`config.mk`:
```
export PLATFORM = sky130hd
export DESIGN_NAME = mem_bus_router
export DESIGN_NICKNAME = d
export VERILOG_FILES = /design/src/rtl/mem_bus_pkg.sv /design/src/rtl/mem_bus_decode.sv /design/src/rtl/mem_bus_router.sv
export SDC_FILE = /design/constraint.sdc
export NUM_CORES = 1
export LEC_CHECK = 0
export ABC_AREA = 1
export CAP_MARGIN = 20
export CORE_MARGIN = 3
export CORE_UTILIZATION = 37
export CTS_BUF_LIST = sky130_fd_sc_hd__clkbuf_8
export CTS_CLUSTER_DIAMETER = 150
export CTS_CLUSTER_SIZE = 14
export DETAILED_ROUTE_END_ITERATION = 10
export PLACE_DENSITY = 0.87
export SLEW_MARGIN = 20
export SYNTH_ARGS = -nofsm -noshare
export SYNTH_HDL_FRONTEND = slang
export SYNTH_HIERARCHICAL = 1
export SYNTH_SLANG_ARGS = --single-unit
```
`constraint.sdc`:
```
create_clock -name CLK -period 1.2 [get_ports CLK]
set_input_delay 0.24 -clock CLK [delete_from_list [all_inputs] [get_ports CLK]]
set_output_delay 0.24 -clock CLK [all_outputs]
set_load 0.01 [all_outputs]
```
`src/rtl/mem_bus_pkg.sv`:
```
// rtl/mem_bus_pkg.sv - shared state encoding, default widths and error codes for the memory bus router
package mem_bus_pkg;

  localparam int DEF_AW        = 12;
  localparam int DEF_DW        = 16;
  localparam int DEF_NUM_PORTS = 3;
  localparam int DEF_PORT_BITS = 2;
  localparam int DEF_TIMEOUT   = 15;

  typedef enum logic [1:0] {
    ST_IDLE = 2'd0,
    ST_BUSY = 2'd1,
    ST_RESP = 2'd2
  } state_t;

  localparam logic ERR_NONE = 1'b0;
  localparam logic ERR_SET  = 1'b1;

endpackage

```
`src/rtl/mem_bus_decode.sv`:
```
// rtl/mem_bus_decode.sv - combinational target index, one-hot select and valid decode from a bus address
module mem_bus_decode
  import mem_bus_pkg::*;
#(
  parameter int AW        = DEF_AW,
  parameter int NUM_PORTS = DEF_NUM_PORTS,
  parameter int PORT_BITS = DEF_PORT_BITS
) (
  input  logic [AW-1:0]        addr,
  output logic [PORT_BITS-1:0] idx,
  output logic [NUM_PORTS-1:0] onehot,
  output logic                 valid
);

  logic unused_low;

  assign idx        = addr[AW-1 -: PORT_BITS];
  assign valid      = (int'(idx) < NUM_PORTS);
  assign unused_low = ^addr[AW-PORT_BITS-1:0];

  always_comb begin
    onehot = '0;
    for (int i = 0; i < NUM_PORTS; i++) begin
      onehot[i] = (int'(idx) == i);
    end
  end

endmodule

```
`src/rtl/mem_bus_router.sv`:
```
// rtl/mem_bus_router.sv - address-decoded N-target memory bus router with registered handshake
// Optional busy timeout enabled by defining MEM_BUS_TIMEOUT_EN.
module mem_bus_router
  import mem_bus_pkg::*;
#(
  parameter int AW        = DEF_AW,
  parameter int DW        = DEF_DW,
  parameter int NUM_PORTS = DEF_NUM_PORTS,
  parameter int PORT_BITS = DEF_PORT_BITS,
  parameter int TIMEOUT   = DEF_TIMEOUT
) (
  input  logic                    CLK,
  input  logic                    RST_N,
  input  logic                    M_REQ,
  input  logic [AW-1:0]           M_ADDR,
  input  logic [DW-1:0]           M_DATA,
  input  logic                    M_WREN,
  output logic                    M_READY,
  output logic [DW-1:0]           M_Q,
  output logic                    M_ERR,
  output logic [NUM_PORTS-1:0]    S_REQ,
  output logic [NUM_PORTS-1:0]    S_WREN,
  output logic [AW-PORT_BITS-1:0] S_ADDR,
  output logic [DW-1:0]           S_DATA,
  input  logic [NUM_PORTS-1:0]    S_ACK,
  input  logic [NUM_PORTS*DW-1:0] S_Q
);

  state_t                 state_q, state_d;
  logic [PORT_BITS-1:0]   idx_q;
  logic                   wren_q;
  logic [PORT_BITS-1:0]   dec_idx;
  logic [NUM_PORTS-1:0]   dec_onehot;
  logic                   dec_valid;
  logic [DW-1:0]          sel_q;
  logic                   ack_hit;
  logic                   timeout_hit;
  logic                   load;
  logic                   resp_ok;
  logic                   resp_err;

  mem_bus_decode #(
    .AW        (AW),
    .NUM_PORTS (NUM_PORTS),
    .PORT_BITS (PORT_BITS)
  ) u_decode (
    .addr   (M_ADDR),
    .idx    (dec_idx),
    .onehot (dec_onehot),
    .valid  (dec_valid)
  );

  // S_REQ is one-hot on the latched target, so masking avoids indexing S_ACK.
  assign ack_hit = |(S_ACK & S_REQ);
  assign sel_q   = S_Q[int'(idx_q)*DW +: DW];

`ifdef MEM_BUS_TIMEOUT_EN
  localparam int CW = $clog2(TIMEOUT + 1);
  logic [CW-1:0] wait_cnt;

  // Compare against TIMEOUT-1 so the transition happens on the TIMEOUT-th busy cycle.
  assign timeout_hit = (state_q == ST_BUSY) && (wait_cnt >= CW'(TIMEOUT - 1));

  always_ff @(posedge CLK or negedge RST_N) begin
    if (!RST_N) begin
      wait_cnt <= '0;
    end else if (load) begin
      wait_cnt <= '0;
    end else if (state_q == ST_BUSY && wait_cnt != CW'(TIMEOUT)) begin
      wait_cnt <= wait_cnt + CW'(1);
    end
  end
`else
  assign timeout_hit = 1'b0;
`endif

  always_comb begin
    state_d  = state_q;
    load     = 1'b0;
    resp_ok  = 1'b0;
    resp_err = 1'b0;
    case (state_q)
      ST_IDLE: begin
        if (M_REQ) begin
          load = 1'b1;
          if (dec_valid) begin
            state_d = ST_BUSY;
          end else begin
            state_d  = ST_RESP;
            resp_err = 1'b1;
          end
        end
      end
      ST_BUSY: begin
        if (ack_hit) begin
          state_d = ST_RESP;
          resp_ok = 1'b1;
        end else if (timeout_hit) begin
          state_d  = ST_RESP;
          resp_err = 1'b1;
        end
      end
      ST_RESP: state_d = ST_IDLE;
      default: state_d = ST_IDLE;
    endcase
  end

  always_ff @(posedge CLK or negedge RST_N) begin
    if (!RST_N) begin
      state_q <= ST_IDLE;
      idx_q   <= '0;
      wren_q  <= 1'b0;
      M_READY <= 1'b0;
      M_Q     <= '0;
      M_ERR   <= ERR_NONE;
      S_REQ   <= '0;
      S_WREN  <= '0;
      S_ADDR  <= '0;
      S_DATA  <= '0;
    end else begin
      state_q <= state_d;
      M_READY <= (state_q == ST_RESP);
      if (load) begin
        idx_q  <= dec_idx;
        wren_q <= M_WREN;
        S_ADDR <= M_ADDR[AW-PORT_BITS-1:0];
        S_DATA <= M_DATA;
        if (dec_valid) begin
          S_REQ  <= dec_onehot;
          S_WREN <= dec_onehot & {NUM_PORTS{M_WREN}};
        end
      end
      if (resp_ok) begin
        M_Q    <= wren_q ? '0 : sel_q;
        M_ERR  <= ERR_NONE;
        S_REQ  <= '0;
        S_WREN <= '0;
      end
      if (resp_err) begin
        M_Q    <= '0;
        M_ERR  <= ERR_SET;
        S_REQ  <= '0;
        S_WREN <= '0;
      end
    end
  end

endmodule

```
==> summary.md <==
| Metric | Value |
|---|---|
| Status | finished with violations |
| Failing checks | setup timing |
| Initial antenna violation count | 0 |
| Slew HR | 80.1% |
| Slowest stage delay, CP | 420 ps |
| RSZ-0062 raised after global routing | yes |
| Worst Path Arrival | 1520 ps |
| Worst path cell trace | inv_1, nand2_1, inv_2, nand2_8, nor2_4, nand2_1, nand2_1 |
| Number of global-route vias before repair | 2781 |
| Clock root buffer | clkbuf_8 |
| Global-route wire length before repair | 13000 um |
| Post-synthesis cell area | 2600 sq um |
| P per Cell Area | 831 nW/um^2 |
| Core area | 6570 sq um |
| Register area | 1380 sq um |
| Seq/Total Area, Yosys | 52.9% |
| Fin crit share | 106% |
| Final worst setup slack | -75.6 ps |
| Worst vdd ir | 0.593 mV |
| DRC | 0 |
| Final Cell Area | 4380 sq um |
| Unique masters post-synth | 20 |
| DR pass1 iterations | 4 |
| Via/cell ratio | 4.68 |
| Largest net degree at the start of global routing | 56 |
| Initial Util | 39.6% |
| Place WS | -330 ps |
| Final Setup Violations | 14 |
| Die footprint | 8080 sq um |
| Syn. warnings | 6 |
| Chip Width | 89.9 um |
| Max-capacitance violation count | 0 |
| Commonest non-fill, non-tap cells in the layout | nand2_1 (114), clkdlybuf4s50_1 (80), dfrtp_1 (55) |
| GRT overflow | 0 |
| DRT iter0 DRCs | 112 |
| Leak pwr | 0.00228 uW |
| Clock Pin Slew Worst Setup and Hold Paths | 100 ps |
| Worst Setup End Kind | register |
| Hold Fails Final Rpt | 0 |
| Worst min-delay path class | input pin to register |
| Syn_area_per_cell | 8.19 sq um |
| Wirelength, routed | 8220 um |
| Setup_tns | -484 ps |
| H-tree levels | 2 |
| Syn_nets | 401 |
| Die height | 89.9 um |
| Placement Cell Area | 4110 sq um |
| Most frequent CP cell | nand2_1 |
| Ant. Diodes | 0 |
| Via Count | 2713 |
| DP HPWL | 5760 um |
| Clock buffer depth | 2 |
| Ports | 133 |
| Std cell rows | 29 |
| Commonest non-fill, non-tap cell in the layout | nand2_1 |
| Achievable Freq | 784 MHz |
| Filler Cells Inserted | 575 |
| CTS buffer count | 5 |
| WS Path Type | register to register |
| Mapped Cells | 318 |
| Slowest CP cell | dfrtp_1 |
| Worst-Margin Slew | 298 ps |
| Number of synthesized register bits | 55 |
| Placer Congestion | 0.763 |
| DR WL/cell | 14.2 um |
| Share of layout cells above drive strength 1 | 26.5% |
| Hold slack | 444 ps |
| Detail Route Antenna Nets | 0 |
| Max FO, Critical Path | 8 |
| Multi-input logic area | 1140 sq um |
| Global Route Usage Sum | 19.1% |
| CP top delay family | simple AND/OR/NAND/NOR gates |
| Worst skew pair latency | 310 ps |
| CP Launch Type | register |
| CTS tree | built |
| Clk_skew | 7.50 ps |
| Final Critical Period | 1280 ps |
| Final Slew Violations | 0 |
| Worst path bufs/invs | 2 |
| Req. time, crit path | 1440 ps |
| Nets@finish | 569 |
| Synth-to-Final Area Change | 68.3% |
| I/O Buffers | 132 |
| Clock Sinks | 55 |
path summary, 6_finish.rpt:
kind / depth (start not counted) / slack (ps) / to / start
min: 4 / 440 / S_WREN[2] / M_REQ
max: 7 / -80 / M_Q[2] / state_q[1]
max in group asynchronous: 3 / 490 / idx_q[1] / RST_N
min in group asynchronous: 3 / 460 / M_Q[1] / RST_N
min reg2reg: 2 / 490 / S_DATA[7] / S_DATA[7]
max reg2reg: 7 / -80 / M_Q[2] / state_q[1]
state kept, by name, summed over array words and instances (netlist names):
signal,count
S_ADDR,10
M_Q,16
wren_q,1
idx_q,2
M_READY,1
M_ERR,1
S_DATA,16
state_q,2
S_WREN,3
S_REQ,3
per-layer routing:
metal,vias up,share of wire [%],global-route usage [%]
met2,89,53,34.5
met3,17,5.6,4.67
met1,1261,39,22.7
met4,0,1.9,4.85
li1,1346,-,-
met5,-,0,0
final cells by class:
| type | instances | area share (%) |
|---|---|---|
| Inverter | 11 | 1.06 |
| Multi-Input combinational cell | 234 | 26.1 |
| Tap cell | 93 | 2.66 |
| Clock buffer | 5 | 1.57 |
| Sequential cell | 55 | 31.4 |
| Clock inverter | 3 | 1.54 |
| Timing Repair Buffer | 179 | 35.6 |
cells in the mapped netlist:
library cell	instances	area (sq um)
inv_1	9	33.8
nor2_8	1	20.0
buf_2	8	40.0
nand3_1	39	195
nor2_4	1	11.3
inv_2	2	7.51
o22ai_1	1	6.26
dfrtp_1	55	1380
o21ai_1	5	25.0
nand2_2	4	25.0
o21ai_0	33	165
clkbuf_2	1	5.00
buf_6	1	11.3
nand2_4	4	45.0
clkbuf_8	2	27.5
buf_8	1	15.0
buf_4	6	45.0
nand2_1	123	462
nor2_2	2	12.5
nor2_1	20	75.1
cells by family after synthesis:
kind of cell / share of synthesized area (%)
AOI/OAI and AO/OA: 7.54
buffers and inverters: 7.11
DFF: 52.9
and+or+nand+nor: 32.5
report_power, final:
part           internal (uW)  total [uW]  switching (uW)
Clock                    832        1440             605
Combinational            253         351            98.0
Sequential              1850        1850               0
worst reg2reg max path, stage by stage (launching register included):
cell     delay [ps]
dfrtp_1         420
inv_1            80
nand2_1         100
inv_2           120
nand2_8          90
nor2_4          260
nand2_1          90
nand2_1          70
stage by stage:
step | power [uW] | std cells | util [%]
floorplan | 1920 | 318 | -
global placement | 2230 | 541 | 62.5
detailed placement | 2230 | 541 | 62.5
CTS | 3670 | 569 | 67.7
global route | 3760 | 580 | 66.7
finish | 3640 | 580 | 66.7
what timing repair did:
action                                  CTS  global route
pin swaps                                 3            11
hold endpoints to repair                 55             0
hold buffers                              1             0
buffers inserted                         17            11
gates resized for setup                 126            65
gates cloned                              2             0
endpoints found under the setup margin   67            91
(Power assumes the default switching activity.)
